--- config.mk ---
export PLATFORM = sky130hd
export DESIGN_NAME = fpu_op_scheduler_flat
export DESIGN_NICKNAME = d
export VERILOG_FILES = /design/src/rtl/fpu_op_scheduler_if.sv /design/src/rtl/fpu_op_scheduler.sv /design/src/flat_wrapper.sv
export SDC_FILE = /design/constraint.sdc
export NUM_CORES = 1
export LEC_CHECK = 0
export CORE_AREA = 2 2 131 133
export CTS_CLUSTER_DIAMETER = 60
export CTS_CLUSTER_SIZE = 8
export DETAILED_ROUTE_END_ITERATION = 6
export DIE_AREA = 0 0 133 135
export GPL_TIMING_DRIVEN = 0
export PLACE_DENSITY = 0.86
export SYNTH_ARGS = -nofsm -noshare
export SYNTH_HDL_FRONTEND = slang
export SYNTH_SLANG_ARGS = --single-unit
--- constraint.sdc ---
create_clock -name clk -period 5.7 [get_ports clk]
set_input_delay 1.71 -clock clk [delete_from_list [all_inputs] [get_ports clk]]
set_output_delay 1.71 -clock clk [all_outputs]
set_load 0.005 [all_outputs]
--- src/rtl/fpu_op_scheduler_if.sv ---
// Request/response bundle between two FP requesters plus one consumer and fpu_op_scheduler.
// master = requester/consumer side, slave = scheduler side.
interface fpu_op_scheduler_if;
    logic [1:0]  req_valid;
    logic [1:0]  req_ready;
    logic [63:0] req_a;
    logic [63:0] req_b;
    logic [5:0]  req_op;
    logic        rsp_valid;
    logic        rsp_ready;
    logic [31:0] rsp_data;
    logic        rsp_id;
    logic        rsp_err;

    modport master (
        output req_valid, req_a, req_b, req_op, rsp_ready,
        input  req_ready, rsp_valid, rsp_data, rsp_id, rsp_err
    );

    modport slave (
        input  req_valid, req_a, req_b, req_op, rsp_ready,
        output req_ready, rsp_valid, rsp_data, rsp_id, rsp_err
    );
endinterface

--- src/rtl/fpu_op_scheduler.sv ---
// Round-robin scheduler sharing one FP ALU between two requesters, one operation in flight.
// Defining FPU_SCHED_PERF_EN adds saturating perf_ops / perf_stall counter outputs.
module fpu_op_scheduler #(
    parameter int unsigned SETTLE_CYCLES = 2
) (
    input  logic                 clk,
    input  logic                 rst_n,
    fpu_op_scheduler_if.slave    bus,
    output logic [31:0]          alu_a,
    output logic [31:0]          alu_b,
    output logic [2:0]           alu_oper,
    input  logic [31:0]          alu_add_sub,
    input  logic [31:0]          alu_mul,
    input  logic [31:0]          alu_div,
    input  logic [2:0]           alu_cmp,
    output logic                 busy
`ifdef FPU_SCHED_PERF_EN
    ,
    output logic [15:0]          perf_ops,
    output logic [15:0]          perf_stall
`endif
);

    typedef enum logic [1:0] {IDLE = 2'd0, EXEC = 2'd1, RESP = 2'd2} state_t;

    localparam logic [3:0] CNT_LOAD = 4'(SETTLE_CYCLES - 1);

    state_t      state_r;
    state_t      state_nx_s;
    logic        rr_ptr_r;
    logic [3:0]  cnt_r;
    logic [31:0] a_r;
    logic [31:0] b_r;
    logic [2:0]  op_r;
    logic        id_r;
    logic        rsp_valid_r;
    logic [31:0] rsp_data_r;
    logic        rsp_id_r;
    logic        rsp_err_r;
    logic        busy_r;

    logic [1:0]  grant_s;
    logic        accept_s;
    logic        grant_id_s;
    logic        rsp_done_s;
    logic [31:0] sel_a_s;
    logic [31:0] sel_b_s;
    logic [2:0]  sel_op_s;
    logic [31:0] result_s;

    function automatic logic op_is_legal(input logic [2:0] op);
        return (op <= 3'd4);
    endfunction

    // Round-robin grant, offered only from IDLE and suppressed while reset is asserted
    always_comb begin
        grant_s = 2'b00;
        if (rst_n && (state_r == IDLE)) begin
            case (bus.req_valid)
                2'b01:   grant_s = 2'b01;
                2'b10:   grant_s = 2'b10;
                2'b11:   grant_s = rr_ptr_r ? 2'b10 : 2'b01;
                default: grant_s = 2'b00;
            endcase
        end else begin
            grant_s = 2'b00;
        end
    end

    assign accept_s   = |grant_s;
    assign grant_id_s = grant_s[1];
    assign sel_a_s    = grant_id_s ? bus.req_a[63:32] : bus.req_a[31:0];
    assign sel_b_s    = grant_id_s ? bus.req_b[63:32] : bus.req_b[31:0];
    assign sel_op_s   = grant_id_s ? bus.req_op[5:3]  : bus.req_op[2:0];
    assign rsp_done_s = rsp_valid_r & bus.rsp_ready;

    // Next-state logic; illegal opcodes skip the ALU wait entirely
    always_comb begin
        state_nx_s = state_r;
        case (state_r)
            IDLE: begin
                if (accept_s) begin
                    state_nx_s = op_is_legal(sel_op_s) ? EXEC : RESP;
                end else begin
                    state_nx_s = IDLE;
                end
            end
            EXEC: begin
                if (cnt_r == 4'd0) begin
                    state_nx_s = RESP;
                end else begin
                    state_nx_s = EXEC;
                end
            end
            RESP: begin
                if (rsp_done_s) begin
                    state_nx_s = IDLE;
                end else begin
                    state_nx_s = RESP;
                end
            end
            default: state_nx_s = IDLE;
        endcase
    end

    // Select the ALU result belonging to the latched opcode
    always_comb begin
        result_s = 32'd0;
        case (op_r)
            3'd0, 3'd1: result_s = alu_add_sub;
            3'd2:       result_s = alu_mul;
            3'd3:       result_s = alu_div;
            3'd4:       result_s = {29'd0, alu_cmp};
            default:    result_s = 32'd0;
        endcase
    end

    // State register and registered busy flag
    always_ff @(posedge clk or negedge rst_n) begin
        if (!rst_n) begin
            state_r <= IDLE;
            busy_r  <= 1'b0;
        end else begin
            state_r <= state_nx_s;
            busy_r  <= (state_nx_s != IDLE);
        end
    end

    // Operand latch, settle countdown and response registers
    always_ff @(posedge clk or negedge rst_n) begin
        if (!rst_n) begin
            rr_ptr_r    <= 1'b0;
            cnt_r       <= 4'd0;
            a_r         <= 32'd0;
            b_r         <= 32'd0;
            op_r        <= 3'd0;
            id_r        <= 1'b0;
            rsp_valid_r <= 1'b0;
            rsp_data_r  <= 32'd0;
            rsp_id_r    <= 1'b0;
            rsp_err_r   <= 1'b0;
        end else if (accept_s) begin
            a_r      <= sel_a_s;
            b_r      <= sel_b_s;
            op_r     <= sel_op_s;
            id_r     <= grant_id_s;
            rr_ptr_r <= ~grant_id_s;
            if (op_is_legal(sel_op_s)) begin
                cnt_r <= CNT_LOAD;
            end else begin
                rsp_valid_r <= 1'b1;
                rsp_data_r  <= 32'd0;
                rsp_id_r    <= grant_id_s;
                rsp_err_r   <= 1'b1;
            end
        end else if (state_r == EXEC) begin
            if (cnt_r == 4'd0) begin
                rsp_valid_r <= 1'b1;
                rsp_data_r  <= result_s;
                rsp_id_r    <= id_r;
                rsp_err_r   <= 1'b0;
            end else begin
                cnt_r <= cnt_r - 4'd1;
            end
        end else if (rsp_done_s) begin
            rsp_valid_r <= 1'b0;
        end
    end

    assign bus.req_ready = grant_s;
    assign bus.rsp_valid = rsp_valid_r;
    assign bus.rsp_data  = rsp_data_r;
    assign bus.rsp_id    = rsp_id_r;
    assign bus.rsp_err   = rsp_err_r;
    assign alu_a         = a_r;
    assign alu_b         = b_r;
    assign alu_oper      = op_r;
    assign busy          = busy_r;

`ifdef FPU_SCHED_PERF_EN
    logic [15:0] perf_ops_r;
    logic [15:0] perf_stall_r;

    // Saturating counters of completed handshakes and back-pressured response cycles
    always_ff @(posedge clk or negedge rst_n) begin
        if (!rst_n) begin
            perf_ops_r   <= 16'd0;
            perf_stall_r <= 16'd0;
        end else begin
            if (rsp_done_s && (perf_ops_r != 16'hFFFF)) begin
                perf_ops_r <= perf_ops_r + 16'd1;
            end
            if (rsp_valid_r && !bus.rsp_ready && (perf_stall_r != 16'hFFFF)) begin
                perf_stall_r <= perf_stall_r + 16'd1;
            end
        end
    end

    assign perf_ops   = perf_ops_r;
    assign perf_stall = perf_stall_r;
`endif

endmodule

--- src/flat_wrapper.sv ---
// flat-port wrapper written by rule: the top's interface ports become plain ports
module fpu_op_scheduler_flat 
#(
    parameter int unsigned SETTLE_CYCLES = 2
)
  (clk, rst_n, alu_a, alu_b, alu_oper, alu_add_sub, alu_mul, alu_div, alu_cmp, busy, bus_req_valid, bus_req_a, bus_req_b, bus_req_op, bus_rsp_ready, bus_req_ready, bus_rsp_valid, bus_rsp_data, bus_rsp_id, bus_rsp_err);
  fpu_op_scheduler_if bus_i ();
  input  logic clk;
  input  logic rst_n;
  output logic [31:0] alu_a;
  output logic [31:0] alu_b;
  output logic [2:0] alu_oper;
  input  logic [31:0] alu_add_sub;
  input  logic [31:0] alu_mul;
  input  logic [31:0] alu_div;
  input  logic [2:0] alu_cmp;
  output logic busy;
  input wire logic [$bits(bus_i.req_valid)-1:0] bus_req_valid;
  input wire logic [$bits(bus_i.req_a)-1:0] bus_req_a;
  input wire logic [$bits(bus_i.req_b)-1:0] bus_req_b;
  input wire logic [$bits(bus_i.req_op)-1:0] bus_req_op;
  input wire logic [$bits(bus_i.rsp_ready)-1:0] bus_rsp_ready;
  output wire logic [$bits(bus_i.req_ready)-1:0] bus_req_ready;
  output wire logic [$bits(bus_i.rsp_valid)-1:0] bus_rsp_valid;
  output wire logic [$bits(bus_i.rsp_data)-1:0] bus_rsp_data;
  output wire logic [$bits(bus_i.rsp_id)-1:0] bus_rsp_id;
  output wire logic [$bits(bus_i.rsp_err)-1:0] bus_rsp_err;
  assign bus_i.req_valid = bus_req_valid;
  assign bus_i.req_a = bus_req_a;
  assign bus_i.req_b = bus_req_b;
  assign bus_i.req_op = bus_req_op;
  assign bus_i.rsp_ready = bus_rsp_ready;
  assign bus_req_ready = bus_i.req_ready;
  assign bus_rsp_valid = bus_i.rsp_valid;
  assign bus_rsp_data = bus_i.rsp_data;
  assign bus_rsp_id = bus_i.rsp_id;
  assign bus_rsp_err = bus_i.rsp_err;
  fpu_op_scheduler #(.SETTLE_CYCLES(SETTLE_CYCLES)) u_core (.clk(clk), .rst_n(rst_n), .bus(bus_i), .alu_a(alu_a), .alu_b(alu_b), .alu_oper(alu_oper), .alu_add_sub(alu_add_sub), .alu_mul(alu_mul), .alu_div(alu_div), .alu_cmp(alu_cmp), .busy(busy));
endmodule
==> results.md <==
- Post-layout util: 59.2%
- Clk buf depth: 2
- Hold Crit Class: reg2reg
- First-pass GRT wire length: 32.4 mm
- Register-to-Register Setup Slack: 3330 ps
- Maximum clock frequency: 0.183 GHz
- Core area: 16400 um2
- Largest area contributor in the netlist: dfrtp_1
- Yosys top cell area share: 49.4%
- Met1 Wirelength: 7.89 mm
- Clk_lat worst skew: 360 ps
- Cell area power density: 428 nW/um2
- Die W: 133 um
- Final HPWL DP: 16.5 mm
- Vias in the first global route: 6190
- Required time of the worst setup path: 3990 ps
- RSZ-0062 raised after global routing: no
- DR iter-0 viols: 284
- Number of iterations in the first detailed-routing pass: 4
- Die area: 18000 um2
- Synth cell count leaders: nand2_1, dfrtp_1, o21ai_0
- Final min period: 5450 ps
- Synth top area cells: dfrtp_1, mux2i_1, nand2_1
- Number of synthesized flops with an enable pin: 0
- Synth Warn #: 0
- Hold Vio Cnt, Final: 0
- Share of cells above drive strength 1: 6.34%
- Syn nets: 824
- Post-synth top flop: dfrtp_1
- Power after layout: 0.00416 W
- Via density per instance: 4.97
- Drt total wl: 21.2 mm
- Final setup vio count: 0
- CTS tree: built
- Clock root buffer: clkbuf_16
- Total gr overflow: 0
- Final antenna-violating net count: 0
- Clk network pwr share: 16.1%
- Layout area overhead: 72.9%
- Largest net degree at the start of global routing: 48
- Slew headroom: 50.1%
- Setup CP Type: in2out
- Reg power frac: 33.7%
- GP Congestion: 0.892
- Met2 WL: 10.8 mm
- Mapped cell area: 5620 um2
- VDD IR-drop max: 267 uV
- Final setup skew: 9.23 ps
- Synthesis-stage register bit count: 111
- GRT Util Overall: 23.2%
- Period utilisation layout: 95.6%
- Sw frac: 35.0%
- Fill count: 1373
- Final-report max-slew violation count: 0
- Power share of the combinational group: 50.2%
- Clock transition at the registers of the reported paths: 80 ps
- Post-synthesis sequential area ratio: 49.4%
- Row count: 47
- Startpoint types: primary input
- Inserted Diodes: 0
- Post-synthesis instance total: 584
- Worst-Margin Slew: 749 ps
- Io pins: 343
- Place WS: -376 ps
- Buffers on Ports: 342
- Routed wl met3: 1.84 mm
- CTS Buf Count: 9
- Total internal power: 0.00270 W
- Status: finished, final reports clean
- Initial antenna violation count: 0
- Yosys cell types: 34
- Setup TNS: 0 ps
- Crit-path max FO: 47
- Sink Count: 111
- Most common cell in the netlist: nand2_1
- Final setup margin: 249 ps
- Via count: 5794
- Htree depth: 3
- CP Data Arrival Time: 3740 ps
- Worst Setup End Kind: primary output
- Starting Density: 34.2%
- Avg Inst Size Synth: 9.62 um2
- Sw power: 0.00146 W
- LEAKAGE: 4.32 nW
- WL/cell: 18.2 um
- Die height: 135 um
- Fraction of registers with async set/reset: 100%
- Final net count: 1181
- Maxcap violations: 0
- Highest Signal Layer: met4
- # DRC: 0
- Hold buffers post-CTS: 0
==> final cells by class <==
class	instances	area, um2	area share (%)
inverters	4	18.8	0.193
plain buffers	44	206	2.13
repair buffers	347	3510	36.1
clock inverters	7	81.3	0.837
well taps	220	275	2.83
flip-flops and latches	111	2780	28.6
multi-input cells	424	2620	27.0
clock buffers	9	225	2.32
==> cell usage in the layout (no fill, tap or decap), drive strengths merged, types with 6 or more instances in the layout <==
master,synthesis,layout
nand2,141,141
mux2i,95,95
nor2,7,7
dfrtp,111,111
nand3,8,8
o21ai,98,98
a21oi,6,6
clkdlybuf4s50,0,341
clkbuf,18,27
buf,27,31
o22ai,33,33
==> layer usage <==
layer | vias up | global-route usage [%]
met1 | 2733 | 25.0
met3 | 43 | 6.61
met5 | - | 0
met2 | 268 | 42.4
li1 | 2750 | -
met4 | 0 | 10.1
==> path summary, 6_finish.rpt <==
check,startpoint,endpoint,cells past startpoint
setup reg to reg,u_core.cnt_r[0],u_core.bus.rsp_data[17],9
hold reg to reg,u_core.bus.rsp_err,u_core.bus.rsp_err,2
setup / recovery,rst_n,bus_req_ready[0],8
hold / removal,u_core.bus.rsp_err,u_core.bus.rsp_err,2
max in group asynchronous,rst_n,u_core.alu_a[26],2
min in group asynchronous,rst_n,u_core.alu_a[16],1
==> power by group through the flow <==
stage	Clock (W)	Sequential, W	Combinational, W
floorplan	0	0.00140	0.000866
global placement	0	0.00140	0.00205
CTS	0.000679	0.00140	0.00210
finish	0.000669	0.00140	0.00209
detailed placement	0	0.00141	0.00209
global route	0.000705	0.00145	0.00228
==> critical path, cell delays in order <==
cell,delay (ps)
buf_6,210
buf_16,260
nor3b_4,360
nand3_1,110
clkbuf_1,210
buf_2,260
inv_1,80
clkdlybuf4s50_1,500
==> registers in the layout, summed over array words and instances (netlist names), 2 cells and up <==
signal               count
u_core.cnt_r             4
u_core.alu_b            32
u_core.bus.rsp_data     32
u_core.alu_oper          3
u_core.alu_a            32
u_core.state_r           2
==> per-stage QoR <==
stage / hold WS [ps] / instances / area, um2
final: 493 / 1166 / 9710
after global routing: 535 / 1166 / 9710
after CTS: 492 / 1163 / 9680
after detailed placement: 469 / 1147 / 9350
after global placement: 466 / 1146 / 9320
after floorplan: 447 / 584 / 5620
==> repair_timing <==
item / in CTS / in global routing
setup buffers: 0 / 3
endpoints found under the setup margin: 2 / 2
resized for setup: 0 / 2
cloned: 1 / 0
==> cells by family after synthesis <==
kind of cell             share of synthesized area, %
AND/OR/NAND/NOR                                  12.9
multiplexers                                     17.1
adder cells (fa/ha/maj)                         0.445
buffers and inverters                            4.01
AO/OA/AOI/OAI                                    15.8
flip-flops                                       49.4
XOR/XNOR                                        0.312
No activity file was read; power rests on OpenSTA's default activity.
